### config.mk
export PLATFORM = sky130hd
export DESIGN_NAME = uart_baud_gen_mc
export DESIGN_NICKNAME = d
export VERILOG_FILES = /design/src/rtl/uart_baud_pkg.sv /design/src/rtl/uart_baud_chan.sv /design/src/rtl/uart_baud_gen_mc.sv
export SDC_FILE = /design/constraint.sdc
export NUM_CORES = 1
export LEC_CHECK = 0
export BUFFER_PORTS_ARGS = -buffer_cell sky130_fd_sc_hd__buf_2
export CORE_UTILIZATION = 35
export CTS_BUF_LIST = sky130_fd_sc_hd__clkbuf_2
export CTS_CLUSTER_DIAMETER = 120
export CTS_CLUSTER_SIZE = 20
export DETAILED_ROUTE_END_ITERATION = 8
export HOLD_SLACK_MARGIN = 0.12
export PLACE_DENSITY_LB_ADDON = 0.1
export SLEW_MARGIN = 20
export SYNTH_ARGS = -nofsm -noshare
export SYNTH_HDL_FRONTEND = slang
export SYNTH_SLANG_ARGS = --single-unit
### constraint.sdc
create_clock -name clk -period 3.2 [get_ports clk]
set_input_delay 0 -clock clk [delete_from_list [all_inputs] [get_ports clk]]
set_output_delay 0 -clock clk [all_outputs]
set_load 0.02 [all_outputs]
### src/rtl/uart_baud_pkg.sv
`default_nettype none
// ---------------------------------------------------------------------------
// uart_baud_pkg : shared config-FSM state type and increment helper
// Rev 1.0
// ---------------------------------------------------------------------------
package uart_baud_pkg;

  typedef enum logic [0:0] {
    IDLE    = 1'b0,
    PENDING = 1'b1
  } cfg_state_t;

  // round(baud * osr * 2^acc_width / clk_freq) in 64-bit arithmetic
  function automatic logic [63:0] calc_inc(input logic [63:0] clk_freq,
                                           input logic [63:0] baud,
                                           input logic [63:0] osr,
                                           input int unsigned acc_width);
    logic [63:0] num;
    num = (baud * osr) << acc_width;
    return (num + (clk_freq >> 1)) / clk_freq;
  endfunction

endpackage
`default_nettype wire

### src/rtl/uart_baud_chan.sv
`default_nettype none
// ---------------------------------------------------------------------------
// uart_baud_chan : one fractional phase accumulator plus OSR tick divider
// Rev 1.0
// ---------------------------------------------------------------------------
module uart_baud_chan #(
  parameter int unsigned           ACC_WIDTH = 24,
  parameter int unsigned           OSR       = 16,
  parameter logic [ACC_WIDTH-1:0]  INC_RST   = '0
) (
  input  logic                 clk,
  input  logic                 rst,
  input  logic                 en,
  input  logic [ACC_WIDTH-1:0] inc,
  input  logic                 load,
  input  logic                 sync,
  output logic                 os_tick,
  output logic                 baud_tick,
  output logic                 active
);

  localparam int unsigned      CNT_W    = $clog2(OSR);
  localparam logic [CNT_W-1:0] CNT_LAST = CNT_W'(OSR - 1);
  localparam logic [CNT_W-1:0] CNT_ONE  = CNT_W'(1);

  logic [ACC_WIDTH:0]   acc_q, acc_d;
  logic [ACC_WIDTH-1:0] inc_q, inc_d;
  logic                 en_q, en_d;
  logic [CNT_W-1:0]     os_cnt_q, os_cnt_d;

  always_comb begin
    acc_d    = acc_q;
    os_cnt_d = os_cnt_q;
    inc_d    = inc_q;
    en_d     = en_q;
    if (en_q) begin
      acc_d = {1'b0, acc_q[ACC_WIDTH-1:0]} + {1'b0, inc_q};
      if (acc_q[ACC_WIDTH]) begin
        os_cnt_d = (os_cnt_q == CNT_LAST) ? '0 : os_cnt_q + CNT_ONE;
      end
      if (sync) begin
        acc_d    = '0;
        os_cnt_d = '0;
      end
    end else begin
      acc_d    = '0;
      os_cnt_d = '0;
    end
    // A write that disables the channel clears the phase on the same edge
    if (load) begin
      inc_d = inc;
      en_d  = en;
      if (!en) begin
        acc_d    = '0;
        os_cnt_d = '0;
      end
    end
  end

  always_ff @(posedge clk) begin
    if (rst) begin
      acc_q    <= '0;
      os_cnt_q <= '0;
      inc_q    <= INC_RST;
      en_q     <= 1'b1;
    end else begin
      acc_q    <= acc_d;
      os_cnt_q <= os_cnt_d;
      inc_q    <= inc_d;
      en_q     <= en_d;
    end
  end

  assign os_tick   = acc_q[ACC_WIDTH];
  assign baud_tick = acc_q[ACC_WIDTH] && (os_cnt_q == CNT_LAST);
  assign active    = en_q;

endmodule
`default_nettype wire

### src/rtl/uart_baud_gen_mc.sv
`default_nettype none
// ---------------------------------------------------------------------------
// uart_baud_gen_mc : multi-channel programmable fractional baud generator
// Rev 1.0
// ---------------------------------------------------------------------------
module uart_baud_gen_mc
  import uart_baud_pkg::*;
#(
  parameter int unsigned N_CH         = 2,
  parameter int unsigned ACC_WIDTH    = 24,
  parameter int unsigned OSR          = 16,
  parameter int unsigned CLK_FREQ     = 100_000_000,
  parameter int unsigned DEFAULT_BAUD = 115_200,
  localparam int unsigned CH_W        = (N_CH > 1) ? $clog2(N_CH) : 1
) (
  input  logic                 clk,
  input  logic                 rst,
  input  logic                 cfg_valid,
  output logic                 cfg_ready,
  input  logic [CH_W-1:0]      cfg_ch,
  input  logic [ACC_WIDTH-1:0] cfg_inc,
  input  logic                 cfg_en,
  input  logic [N_CH-1:0]      sync,
  output logic [N_CH-1:0]      os_tick,
  output logic [N_CH-1:0]      baud_tick,
  output logic [N_CH-1:0]      active
);

  localparam logic [63:0] DEFAULT_INC =
    calc_inc(64'(CLK_FREQ), 64'(DEFAULT_BAUD), 64'(OSR), ACC_WIDTH);

  if (DEFAULT_INC == 64'd0 || DEFAULT_INC >= (64'd1 << ACC_WIDTH)) begin : g_bad_inc
    $error("uart_baud_gen_mc: DEFAULT_INC does not fit the accumulator");
  end

  cfg_state_t           state_q;
  logic                 cfg_ready_q;
  logic [CH_W-1:0]      pend_ch_q;
  logic [ACC_WIDTH-1:0] pend_inc_q;
  logic                 pend_en_q;

  logic                 ch_valid;
  logic                 cfg_fire;
  logic                 apply_pend;
  logic [N_CH-1:0]      load_vec;
  logic [ACC_WIDTH-1:0] new_inc;
  logic                 new_en;

  assign ch_valid  = 32'(cfg_ch) < N_CH;
  assign cfg_fire  = cfg_valid && cfg_ready_q && ch_valid;
  assign cfg_ready = cfg_ready_q;

  // Disabled targets are written at once; running targets wait for a bit boundary
  always_comb begin
    load_vec   = '0;
    new_inc    = cfg_inc;
    new_en     = cfg_en;
    apply_pend = 1'b0;
    if (state_q == PENDING) begin
      new_inc             = pend_inc_q;
      new_en              = pend_en_q;
      apply_pend          = baud_tick[pend_ch_q] || sync[pend_ch_q];
      load_vec[pend_ch_q] = apply_pend;
    end else if (cfg_fire && !active[cfg_ch]) begin
      load_vec[cfg_ch] = 1'b1;
    end
  end

  always_ff @(posedge clk) begin
    if (rst) begin
      state_q     <= IDLE;
      cfg_ready_q <= 1'b1;
      pend_ch_q   <= '0;
      pend_inc_q  <= '0;
      pend_en_q   <= 1'b0;
    end else begin
      case (state_q)
        IDLE: begin
          if (cfg_fire && active[cfg_ch]) begin
            state_q     <= PENDING;
            cfg_ready_q <= 1'b0;
            pend_ch_q   <= cfg_ch;
            pend_inc_q  <= cfg_inc;
            pend_en_q   <= cfg_en;
          end
        end
        PENDING: begin
          if (apply_pend) begin
            state_q     <= IDLE;
            cfg_ready_q <= 1'b1;
          end
        end
        default: begin
          state_q     <= IDLE;
          cfg_ready_q <= 1'b1;
        end
      endcase
    end
  end

  for (genvar i = 0; i < N_CH; i++) begin : g_chan
    uart_baud_chan #(
      .ACC_WIDTH (ACC_WIDTH),
      .OSR       (OSR),
      .INC_RST   (DEFAULT_INC[ACC_WIDTH-1:0])
    ) u_chan (
      .clk       (clk),
      .rst       (rst),
      .en        (new_en),
      .inc       (new_inc),
      .load      (load_vec[i]),
      .sync      (sync[i]),
      .os_tick   (os_tick[i]),
      .baud_tick (baud_tick[i]),
      .active    (active[i])
    );
  end

endmodule
`default_nettype wire

### After elaboration in Yosys (flattened, before gate mapping)

Cells that the tools add are included.

| word-level totals | value |
|---|---|
| output and inout bits | 7 |
| bits of input ports | 31 |
| register bits after elaboration | 136 |
| word-level logic and storage cells | 79 |

| cells by class | value |
|---|---|
| add/subtract/negate cells | 4 |
| mux-type cells | 41 |
| magnitude comparators | 4 |
| bitwise operators | 2 |
| reduce and logical (&&, ||, !) cells | 11 |
| equality and inequality tests | 4 |

Operators by type and width:

| cell | number |
|---|---|
| 2-to-1 mux 25 bit | 8 |
| adder 24 x 24 -> 25 bit | 2 |
| 2-to-1 mux 4 bit | 12 |
| 2-to-1 mux 24 bit | 1 |
| 2-to-1 mux 1 bit | 14 |
| adder 4 x 1 -> 4 bit, second input constant | 2 |
| == test 4 bit, second input constant | 2 |
| logical AND 1 bit | 7 |
| less-than comparator 1 x 2 -> 1 bit, second input constant | 2 |
| 2-to-1 mux 2 bit | 2 |
| case mux 1 bit (2 select lines) | 2 |
| AND reduction 2 bit | 2 |
| AND 2 bit | 1 |
| demux 1 bit (select 1 bit) | 2 |
| >= comparator 1 bit, second input constant | 2 |
| != test 2 x 1 -> 1 bit, second input constant | 1 |
| != test 2 bit, second input constant | 1 |
| logical NOT 1 bit | 1 |
| logical OR 1 bit | 1 |
| inverter 1 bit | 1 |

### Depth between registers and ports, before layout

Gate-level depths: netlist (run 1).

| logic depth | value |
|---|---|
| depth in word-level cells | 8 |
| gate-level depth with buffers | 10 |
| mapped depth without buffers | 10 |

### Cells and area by module

Synthesis (run 1) repeated with hierarchy kept, for this count alone.

| unflattened totals | value |
|---|---|
| cells, all modules | 864 |
| area total of the unflattened synthesis | 7601.0 µm² |

By module, submodules not included:

| module | cells each | area an instance (µm²) | times used | sequential area each (µm²) |
|---|---|---|---|---|
| uart_baud_chan (g_chan[0].u_chan) | 348 | 2996.6 | 1 | 1081.0 |
| uart_baud_chan (g_chan[1].u_chan) | 329 | 2954.1 | 1 | 1081.0 |
| uart_baud_gen_mc | 187 | 1650.3 | 1 | 560.5 |

### Worst setup path before layout (run 1)

No wires, ideal clock.

| timing path | value |
|---|---|
| kind | register -> register |
| start point | register g_chan[1].u_chan.inc_q[0] |
| end point | register g_chan[1].u_chan.acc_q[24] |
| library setup time | 0.086 ns |
| arrival time | 2.204 ns |
| buffers on the path | 0 |
| stages on the path, launching flop included | 11 |
| period minus slack after synthesis | 2.290 ns |
| data required time | 3.114 ns |
| slack | 0.910 ns |
| path through | dfxtp_1 ha_1 inv_1 fa_1 and2b_1 o2111ai_1 a21oi_1 o21ai_1 o21ai_0 nand2_1 a211oi_1 |

| between the ends | value |
|---|---|
| cells in the longest elaborated chain, start to end | 5 |

RTL lines:

| what | line | source |
|---|---|---|
| start: declaration | uart_baud_chan.sv:27 | `logic [ACC_WIDTH-1:0] inc_q, inc_d;` |
| start signal: assignment | uart_baud_chan.sv:69 | `inc_q <= inc_d;` |
| adder 24 x 24 -> 25 bit (*) | uart_baud_chan.sv:37 | `acc_d = {1'b0, acc_q[ACC_WIDTH-1:0]} + {1'b0, inc_q};` |
| 2-to-1 mux 25 bit (*) | uart_baud_chan.sv:41 | `if (sync) begin` |
| 2-to-1 mux 25 bit (*) | uart_baud_chan.sv:36 | `if (en_q) begin` |
| 2-to-1 mux 25 bit | uart_baud_chan.sv:53 | `if (!en) begin` |
| 2-to-1 mux 25 bit (*) | uart_baud_chan.sv:50 | `if (load) begin` |
| end signal: assignment | uart_baud_chan.sv:62 | `acc_q <= '0;` |
| end signal: assignment | uart_baud_chan.sv:67 | `acc_q <= acc_d;` |
| end: declaration | uart_baud_chan.sv:26 | `logic [ACC_WIDTH:0] acc_q, acc_d;` |

Every way passes the cells marked *; elsewhere a longest branch is shown, timed or not.
A chain may end at the register's enable or synchronous reset.

### Final worst setup path (run 1)

| timing path | value |
|---|---|
| start point | register state_q |
| end point | register g_chan[1].u_chan.en_q |

| between the ends | value |
|---|---|
| cells in the longest elaborated chain, start to end | 1 |
| elaborated cells between the ends (all ways) | 2 |
| those cells by class | 2 x mux |

RTL lines:

| what | line | source |
|---|---|---|
| start: declaration | uart_baud_gen_mc.sv:36 | `cfg_state_t state_q;` |
| start signal: assignment | uart_baud_gen_mc.sv:71 | `state_q <= IDLE;` |
| start signal: assignment | uart_baud_gen_mc.sv:80 | `state_q <= PENDING;` |
| start signal: assignment | uart_baud_gen_mc.sv:89 | `state_q <= IDLE;` |
| 2-to-1 mux 1 bit / 2-to-1 mux 2 bit (equally long branches) | uart_baud_gen_mc.sv:59 | `if (state_q == PENDING) begin` |
| end signal: assignment | uart_baud_chan.sv:70 | `en_q <= en_d;` |
| end: declaration | uart_baud_chan.sv:28 | `logic en_q, en_d;` |

Parallel ways exist; a longest one is shown, timed or not.

==> impl_metrics.ini, run 1 <==
[grt]
grt_usage = 0.185
grt_pass1_vias = 6258
grt_overflow = 0
antenna_found_initial = 1
grt_max_degree = 55
grt_pass1_wl_um = 31300

[route]
top_layer = met4
drt_iter0_markers = 309
drt_first_pass_iters = 4
met1_length_um = 8820
wl_um = 18700
num_vias = 6287
met3_length_um = 651
drcViolationCount = 0
met2_length_um = 8860
routedWlPerCell_um = 15.1
viasPerCell = 5.09
final_antenna_net_count = 0

[clock_network]
cts.sinks = 136
post_cts_buffers = 0
cts_buffers = 17
clk_pin_slew_ns = 0.22
tritoncts = built
cts-root-buf = clkbuf_2
clockBufferDepth = 2
clk_latency_ns = 0.71
htreeDepth = 4

[cells_and_area]
final_cell_count_no_fill = 1236
area_delta_synth_final_pct = 21.2
nNetsFinal = 1035
num-fill-cells = 2072
fin_util = 0.431
drive_gt1_frac = 0.106
mostFrequentLayoutCell = nor2_1
mostFrequentLayoutCells = nor2_1 (143), dfxtp_1 (136), nand2_1 (85), dlygate4sd3_1 (85), a21oi_1 (70)

[synthesis]
synth_seq_cells = 136
synth_fp_nets = 938
async_flop_share = 0
synth-seq-area-share = 0.379
synth_cell_types = 56
synth_flop_cell = dfxtp_1
syn_inst = 855
synth_top_area_frac = 0.379
synth-edff-count = 0
synth_area_leader_cell = dfxtp_1
synth.avg_cell_area_um2 = 8.39
synth.cell_area_um2 = 7180
yosys-top-cells-area = dfxtp_1 (38%), ha_1 (8.7%), nor2_1 (7.5%)
ys_warn_count = 0

[floorplan]
die_area_um2 = 21100
start_util = 0.356
pin_count = 38
fp.coreArea_um2 = 20200
die_w_um = 145
die_h_um = 145
num_rows = 52

[status]
status = complete, no violations

[worst_setup_path]
cpMaxStageDelayCell = dfxtp_1
r2r-start = state_q$_SDFF_PP0_
cp_top_family = buffers and inverters
setup.worst_path.start_class = flip-flop
path_buf_inv = 3
max_stage_delay_ns = 0.65
cp-startpoint = state_q$_SDFF_PP0_
required_ns = 3.83
crit_top_cell = dlygate4sd3_1
crit_type = reg -> reg
arrival_ns = 3.58
path_cells = nor2_1 -> nand3b_1 -> dlygate4sd3_1 -> nand2_1 -> o221ai_1 -> dlygate4sd3_1 -> nand2b_1 -> dlygate4sd3_1
cp_max_fo = 11
endpoint_kind = flip-flop

[sta]
whs_ns = 0.242
finalCriticalPeriod_ns = 2.95
rsz0062_at_grt = false
fin_tns_setup_ns = 0
slew_viol_final = 0
max_freq_mhz = 339
clock_skew_ns = 0.0237
relSlewSlack = 0.508
finalCritPeriodShare = 0.922
hold_violations = 0
finalSetupViolCount = 0
worst_slack_ns = 0.250
tightest_slew_ns = 0.738

[placed_design]
gp_congestion = 0.912
pre_cts_slack_ns = 0.521
dpl.hpwl_um = 13100
dp_cells = 1118
io_buffers = 37

[min_path]
holdCritStartpoint = cfg_ch
hold_class = in -> reg

[pwr]
peakVddDrop_v = 0.000370
powerDensity_nw_per_um2 = 518
leakage_nw = 3.65

[job]
cap_violations = 0
## cells by family after synthesis
kind of cell / synth area share
AO/OA/AOI/OAI: 0.209
XOR/XNOR: 0.0513
adder cells (fa/ha/maj): 0.0927
buffers and inverters: 0.0410
flip-flops: 0.379
multiplexers: 0.0427
AND/OR/NAND/NOR: 0.184
## path summary, 6_finish.rpt
path                                          end  slack (ns)  depth (start not counted)
min reg2reg            pend_inc_q[2]$_SDFFE_PP0P_        0.47                          2
max          g_chan[1].u_chan.active$_SDFFE_PP1P_        0.25                          8
min                        pend_ch_q$_SDFFE_PP0P_        0.24                          4
max reg2reg  g_chan[1].u_chan.active$_SDFFE_PP1P_        0.25                          8
## what timing repair did
item / 4_1_cts / 5_1_grt
hold buffers: 85 / 0
hold endpoints to repair: 135 / 0
endpoints found under the setup margin: 0 / 0
gates resized for setup: 0 / 0
## area by class of cell
cell class              instances  area (um^2)  area share
diodes                          2         5.00    0.000575
clock buffers                  18         90.1      0.0104
clock inverters                13          204      0.0234
inverters                      16         60.1     0.00690
multi-input cells             650         4180       0.480
flip-flops and latches        136         2720       0.313
well taps                     270          338      0.0388
repair buffers                131         1100       0.127
## state kept, by name, indices dropped and copies added, names as in the netlist
register and flops:
pend_ch_q 1, cfg_ready 1, g_chan.u_chan.os_cnt_q 8, pend_en_q 1, g_chan.u_chan.inc_q 48, state_q 1, g_chan.u_chan.acc_q 50, pend_inc_q 24
g_chan.u_chan.active 2
## worst register-to-register path, cell delays in order, from the launching register on
cell           delay, ns
dfxtp_1             0.65
nor2_1              0.15
nand3b_1            0.12
dlygate4sd3_1       0.57
nand2_1             0.07
o221ai_1            0.16
dlygate4sd3_1       0.57
nand2b_1            0.05
dlygate4sd3_1       0.55
## power breakdown
group          internal [mW]  switching [mW]
Clock                  0.589           0.662
Sequential              1.83          0.0709
Combinational          0.589           0.766
Total                   3.01            1.50
## cell usage after synthesis (2+ instances only)
library cell,n
a21boi_1,2
o31ai_1,3
o21bai_1,29
xnor2_1,22
o211ai_1,9
nand4_1,13
a21oi_1,70
mux2_2,13
nor3b_1,2
mux2i_1,16
o2111ai_1,2
nand2b_1,4
buf_2,9
o21a_1,10
a211oi_1,31
or3_1,4
dfxtp_1,136
and3_1,5
nand2_1,85
xor2_1,20
and4_1,3
o21ai_0,24
or2_2,4
o221ai_1,3
fa_1,2
o41ai_2,2
buf_1,2
and2_1,4
a21o_1,19
nor2b_1,6
clkbuf_1,35
nand3_1,7
nor3_1,18
a311oi_1,2
nor2_1,144
a31oi_1,5
inv_1,16
buf_4,6
ha_1,50
nand3b_1,2
## per-layer routing
metal / up-vias / GRT usage
met2: 98 / 0.310
li1: 3200 / -
met1: 2962 / 0.236
met4: 0 / 0.0579
met5: - / 0
met3: 27 / 0.0418
## through the flow
step	cell area, um^2	power (mW)
3_3_place_gp	7540	3.18
4_1_cts	8690	4.55
2_1_floorplan	7180	2.89
3_5_place_dp	7540	3.18
6_report	8700	4.50
5_1_grt	8700	4.80
(Power assumes the default switching activity.)
==> run 2, diff against run 1 <==
--- a/config.mk
+++ b/config.mk
@@ -12,6 +12,7 @@
 export CTS_CLUSTER_SIZE = 20
 export DETAILED_ROUTE_END_ITERATION = 8
 export HOLD_SLACK_MARGIN = 0.12
+export MAX_ROUTING_LAYER = met4
 export PLACE_DENSITY_LB_ADDON = 0.1
 export SLEW_MARGIN = 20
 export SYNTH_ARGS = -nofsm -noshare
==> run 2 against run 1 <==
Sequential power barely moved. Setup slack got worse by 0.025 ns. Register-to-register slack got worse by 0.02 ns. Cell count barely moved. Critical path type unchanged. Largest cell class unchanged. Largest power group unchanged.
==> impl_metrics.ini, run 2 (same netlist as run 1, synthesis figures left out) <==
[sta]
slew_viol_final = 0
relSlewSlack = 0.515
hold_violations = 0
fin_tns_setup_ns = 0
finalSetupViolCount = 0
clock_skew_ns = 0.0436
finalCriticalPeriod_ns = 2.98
tightest_slew_ns = 0.728
max_freq_mhz = 336
finalCritPeriodShare = 0.930
rsz0062_at_grt = false

[worst_setup_path]
cpMaxStageDelayCell = dfxtp_1
required_ns = 3.80
r2r_cells = 8
r2r_end = g_chan[1].u_chan.active$_SDFFE_PP1P_
max_stage_delay_ns = 0.63
crit_type = reg -> reg
cp_top_family = buffers and inverters
endpoint_kind = flip-flop
cp-startpoint = state_q$_SDFF_PP0_
setup.worst_path.start_class = flip-flop
crit_top_cell = dlygate4sd3_1
r2r-start = state_q$_SDFF_PP0_
cp_max_fo = 11
rrSetupSlack_ns = 0.22
path_buf_inv = 3
path_cells = nor2_1 -> nand3b_1 -> dlygate4sd3_1 -> nand2_1 -> o221ai_1 -> dlygate4sd3_1 -> nand2b_1 -> dlygate4sd3_1
arrival_ns = 3.58

[floorplan]
die_area_um2 = 21100
die_h_um = 145
num_rows = 52
pin_count = 38
start_util = 0.356
die_w_um = 145
fp.coreArea_um2 = 20200

[pwr]
p_sw_frac = 0.332
pwr-share-clk = 0.276
powerDensity_nw_per_um2 = 516
p_sw_mw = 1.49
share_seq_of_total_power = 0.423
leakage_nw = 3.72
combPwrFrac = 0.302
peakVddDrop_v = 0.000329
p_int_mw = 3.00

[clock_network]
cts_resized = 0
htreeDepth = 4
cts_buffers = 17
clk_latency_ns = 0.70
cts-root-buf = clkbuf_2
cts.hold.buffers_added = 85
post_cts_buffers = 0
clockBufferDepth = 2
tritoncts = built
clk_pin_slew_ns = 0.23
cts.sinks = 136

[job]
cap_violations = 0

[grt]
grt_pass1_vias = 6204
grt_pass1_wl_um = 31100
grt_overflow = 0
antenna_found_initial = 1
grt_max_degree = 55
grt_usage = 0.190

[status]
status = complete, no violations

[route]
viasPerCell = 5.06
drt_first_pass_iters = 5
final_antenna_net_count = 0
num_vias = 6261
routedWlPerCell_um = 15.1
drcViolationCount = 0
drt_iter0_markers = 308
wl_um = 18700

[placed_design]
gp_congestion = 0.926
dpl.hpwl_um = 13000
io_buffers = 37
dp_cells = 1118
postPlaceCellArea_um2 = 7540

[cells_and_area]
top_regs = g_chan.u_chan.acc_q: 50 flops, g_chan.u_chan.inc_q: 48 flops, pend_inc_q: 24 flops
mostFrequentLayoutCells = nor2_1 (143), dfxtp_1 (136), nand2_1 (85), dlygate4sd3_1 (85), a21oi_1 (70)
final_cell_area_um2 = 8700
area_delta_synth_final_pct = 21.2
nNetsFinal = 1035
largest_reg_flops = 50
mostFrequentLayoutCell = nor2_1
drive_gt1_frac = 0.105
final_cell_count_no_fill = 1237
largest-register = g_chan.u_chan.acc_q

[min_path]
hold_end = g_chan[0].u_chan.inc_q[9]$_SDFFE_PP1P_
holdCritStartpoint = cfg_inc[9]
min_path_cells = 5
hold_class = in -> reg
-- run 2: cell types whose count changed in the layout (fill, tap and decap cells not counted) --
cell	previous run	this run
clkinv_1	1	3
clkinv_2	3	2
clkinv_4	4	3
clkinvlp_4	0	1
-- run 2: worst max path at each step --
stage	cells past startpoint	endpoint
after floorplan	10	g_chan[1].u_chan.acc_q[24]$_SDFF_PP0_
after detailed placement	10	g_chan[1].u_chan.acc_q[24]$_SDFF_PP0_
after global routing	8	g_chan[1].u_chan.active$_SDFFE_PP1P_
after CTS	8	g_chan[1].u_chan.active$_SDFFE_PP1P_
after global placement	10	g_chan[1].u_chan.acc_q[24]$_SDFF_PP0_
final	8	g_chan[1].u_chan.active$_SDFFE_PP1P_
-- run 2: layer usage --
| layer | GRT usage | up-vias | wire (um) |
|---|---|---|---|
| li1 | - | 3216 | - |
| met1 | 0.232 | 2931 | 8860 |
| met2 | 0.312 | 88 | 8930 |
| met3 | 0.0396 | 26 | 585 |
| met4 | 0.0595 | 0 | 287 |
| met5 | - | - | 0 |
-- run 2: stage by stage --
step	total power [mW]	worst slack [ns]	hold WS [ns]	util
final	4.49	0.225	0.250	0.431
after global routing	4.79	0.0883	0.189	0.431
after CTS	4.54	0.275	0.190	0.431
after detailed placement	3.18	0.503	0.262	0.374
after global placement	3.18	0.640	0.252	0.374
after floorplan	2.89	0.910	0.136	-
-- run 2: power by group through the flow --
stage	Clock (mW)	Combinational, mW	Sequential [mW]
floorplan	0	0.985	1.91
global placement	0	1.25	1.93
detailed placement	0	1.25	1.93
CTS	1.29	1.35	1.90
global route	1.36	1.51	1.92
finish	1.24	1.35	1.90
-- run 2: worst min-delay path, cell delays in order --
cell,delay (ns)
dlygate4sd3_1,0.52
buf_2,0.10
mux2_2,0.16
nor2_1,0.05
o21bai_1,0.10
-- run 2: cell type report --
class | count | area (um^2)
Sequential cell | 136 | 2720
Clock inverter | 14 | 205
Multi-Input combinational cell | 650 | 4180
Tap cell | 270 | 338
Clock buffer | 18 | 90.1
Timing Repair Buffer | 131 | 1100
Fill cell | 2052 | 11500
Inverter | 16 | 60.1
Antenna cell | 2 | 5.00
==> run 3, diff against run 2 <==
--- a/config.mk
+++ b/config.mk
@@ -5,14 +5,16 @@
 export SDC_FILE = /design/constraint.sdc
 export NUM_CORES = 1
 export LEC_CHECK = 0
+export ABC_CLOCK_PERIOD_IN_PS = 3200
 export BUFFER_PORTS_ARGS = -buffer_cell sky130_fd_sc_hd__buf_2
+export CELL_PAD_IN_SITES_DETAIL_PLACEMENT = 2
+export CELL_PAD_IN_SITES_GLOBAL_PLACEMENT = 2
 export CORE_UTILIZATION = 35
 export CTS_BUF_LIST = sky130_fd_sc_hd__clkbuf_2
 export CTS_CLUSTER_DIAMETER = 120
 export CTS_CLUSTER_SIZE = 20
 export DETAILED_ROUTE_END_ITERATION = 8
 export HOLD_SLACK_MARGIN = 0.12
-export MAX_ROUTING_LAYER = met4
 export PLACE_DENSITY_LB_ADDON = 0.1
 export SLEW_MARGIN = 20
 export SYNTH_ARGS = -nofsm -noshare
==> run 3 against run 2 <==
Final area up 2.4%. Sequential share of layout area is 0.73 points lower. Clock power is 5% lower. Register-to-register slack got worse by 0.04 ns. Total power increased by 2.0%. Worst hold slack got worse by 0.0074 ns. Highest routed layer unchanged. Die area is the same. Non-clock buffer count increased by 25. Core utilization is 1.0 points higher.
==> impl_metrics.ini, run 3 (same netlist as run 1, synthesis figures left out) <==
[clock_network]
tritoncts = built
htreeDepth = 4
clk_latency_ns = 0.75
clockBufferDepth = 2
cts-root-buf = clkbuf_2
clk_pin_slew_ns = 0.21
cts.sinks = 136
cts_buffers = 17

[route]
wl_um = 26100
num_vias = 6704
final_antenna_net_count = 0
viasPerCell = 5.32
routedWlPerCell_um = 20.7
drcViolationCount = 0
drt_first_pass_iters = 4
drt_iter0_markers = 242

[pwr]
peakVddDrop_v = 0.000220
powerDensity_nw_per_um2 = 514
leakage_nw = 3.77

[worst_setup_path]
setup.worst_path.start_class = flip-flop
crit_type = reg -> reg
r2r-start = cfg_ready$_SDFFE_PP1P_
path_cells = nand2_1 -> nor2_1 -> nand3b_1 -> dlygate4sd3_1 -> nand2_1 -> o221ai_1 -> dlygate4sd3_1 -> nand2b_1 -> dlygate4sd3_1
r2r_end = g_chan[1].u_chan.active$_SDFFE_PP1P_
path_buf_inv = 3
arrival_ns = 3.69
crit_top_cell = dlygate4sd3_1
required_ns = 3.88
endpoint = g_chan[1].u_chan.active$_SDFFE_PP1P_
cp_max_fo = 4
cp-startpoint = cfg_ready$_SDFFE_PP1P_
path_depth = 9
r2r_cells = 9
max_stage_delay_ns = 0.61
endpoint_kind = flip-flop
cpMaxStageDelayCell = dlygate4sd3_1
rrSetupSlack_ns = 0.18
cp_top_family = buffers and inverters

[floorplan]
num_rows = 52
pin_count = 38
die_h_um = 145
start_util = 0.356
fp.coreArea_um2 = 20200
die_area_um2 = 21100
die_w_um = 145

[grt]
grt_max_degree = 79
grt_usage = 0.258
antenna_found_initial = 0
grt_overflow = 0
grt_pass1_wl_um = 42600
grt_pass1_vias = 7699

[placed_design]
postPlaceCellArea_um2 = 7540
dpl.hpwl_um = 15800
dp_cells = 1118
gp_congestion = 0.850
io_buffers = 37

[cells_and_area]
mostFrequentLayoutCell = nor2_1
nNetsFinal = 1060
area_delta_synth_final_pct = 24.2
num-fill-cells = 2245
n_antenna_cell = 0
drive_gt1_frac = 0.105
largest-register = g_chan.u_chan.acc_q
mostFrequentLayoutCells = nor2_1 (143), dfxtp_1 (135), dlygate4sd3_1 (110), nand2_1 (85), a21oi_1 (70)
largest_reg_flops = 50
top_regs = g_chan.u_chan.acc_q: 50 flops, g_chan.u_chan.inc_q: 48 flops, pend_inc_q: 24 flops
final_cell_count_no_fill = 1260
final_cell_area_um2 = 8910

[sta]
finalSetupViolCount = 0
finalCritPeriodShare = 0.942
max_freq_mhz = 332
slew_viol_final = 0
hold_violations = 0
relSlewSlack = 0.266
fin_tns_setup_ns = 0
finalCriticalPeriod_ns = 3.02
clock_skew_ns = 0.0574
tightest_slew_ns = 1.10
rsz0062_at_grt = false
whs_ns = 0.243

[status]
status = complete, no violations

[job]
cap_violations = 0

[min_path]
hold_class = in -> reg
## run 3: cell count changes in the layout (fill, tap and decap cells not counted), sizes merged
cell and change:
diode -2, bufinv -2, dlygate4sd3 +25, clkinv -1
clkinvlp +1, inv +2
## run 3: final cells by class
cell class,instances,area (um^2),share of cell area
well taps,270,338,0.0379
repair buffers,156,1350,0.152
clock buffers,18,90.1,0.0101
flip-flops and latches,136,2720,0.306
inverters,16,60.1,0.00674
multi-input cells,650,4170,0.468
clock inverters,14,175,0.0197
## run 3: per-stage QoR
stage                     setup WS [ns]  power (mW)   util
final                             0.185        4.58  0.442
after global routing             0.0648        4.86  0.442
after CTS                         0.130        4.56  0.442
after detailed placement          0.498        3.25  0.374
after global placement            0.640        3.19  0.374
after floorplan                   0.910        2.89      -
## run 3: worst min-delay path by stage
stage	from	end	slack, ns	cells after the start
finish	cfg_ch	pend_ch_q$_SDFFE_PP0P_	0.24	4
global route	cfg_ch	pend_ch_q$_SDFFE_PP0P_	0.20	4
CTS	cfg_en	g_chan[0].u_chan.active$_SDFFE_PP1P_	0.14	4
detailed placement	cfg_inc[20]	pend_inc_q[20]$_SDFFE_PP0P_	0.27	3
global placement	cfg_inc[19]	pend_inc_q[19]$_SDFFE_PP0P_	0.25	3
floorplan	cfg_inc[10]	pend_inc_q[10]$_SDFFE_PP0P_	0.14	2
## run 3: power by group
group          leakage (nW)  total [mW]  internal [mW]  switching, mW
sequential             1.11        1.91           1.83         0.0846
combinational          2.50        1.49          0.623          0.867
clock                 0.153        1.18          0.446          0.733
## run 3: routing by layer
layer,global-route usage,wire length (um),vias up
li1,-,-,3241
met1,0.306,11600,3348
met2,0.466,13200,81
met3,0.0465,672,34
met4,0.0805,590,0
met5,0,0,-
## run 3: worst register-to-register path: cells and delay by family, from the launching register on
kind	cells	cell delay, ns
AOI/OAI and AO/OA	1	0.12
and+or+nand+nor	5	0.68
DFF	1	0.45
buffers and inverters	3	1.74
## run 3: timing repair
action	in CTS	in global routing
setup endpoints to repair	0	1
buffers inserted	0	0
gates resized for setup	0	1
endpoints found under the hold margin	120	0
hold buffers	110	0
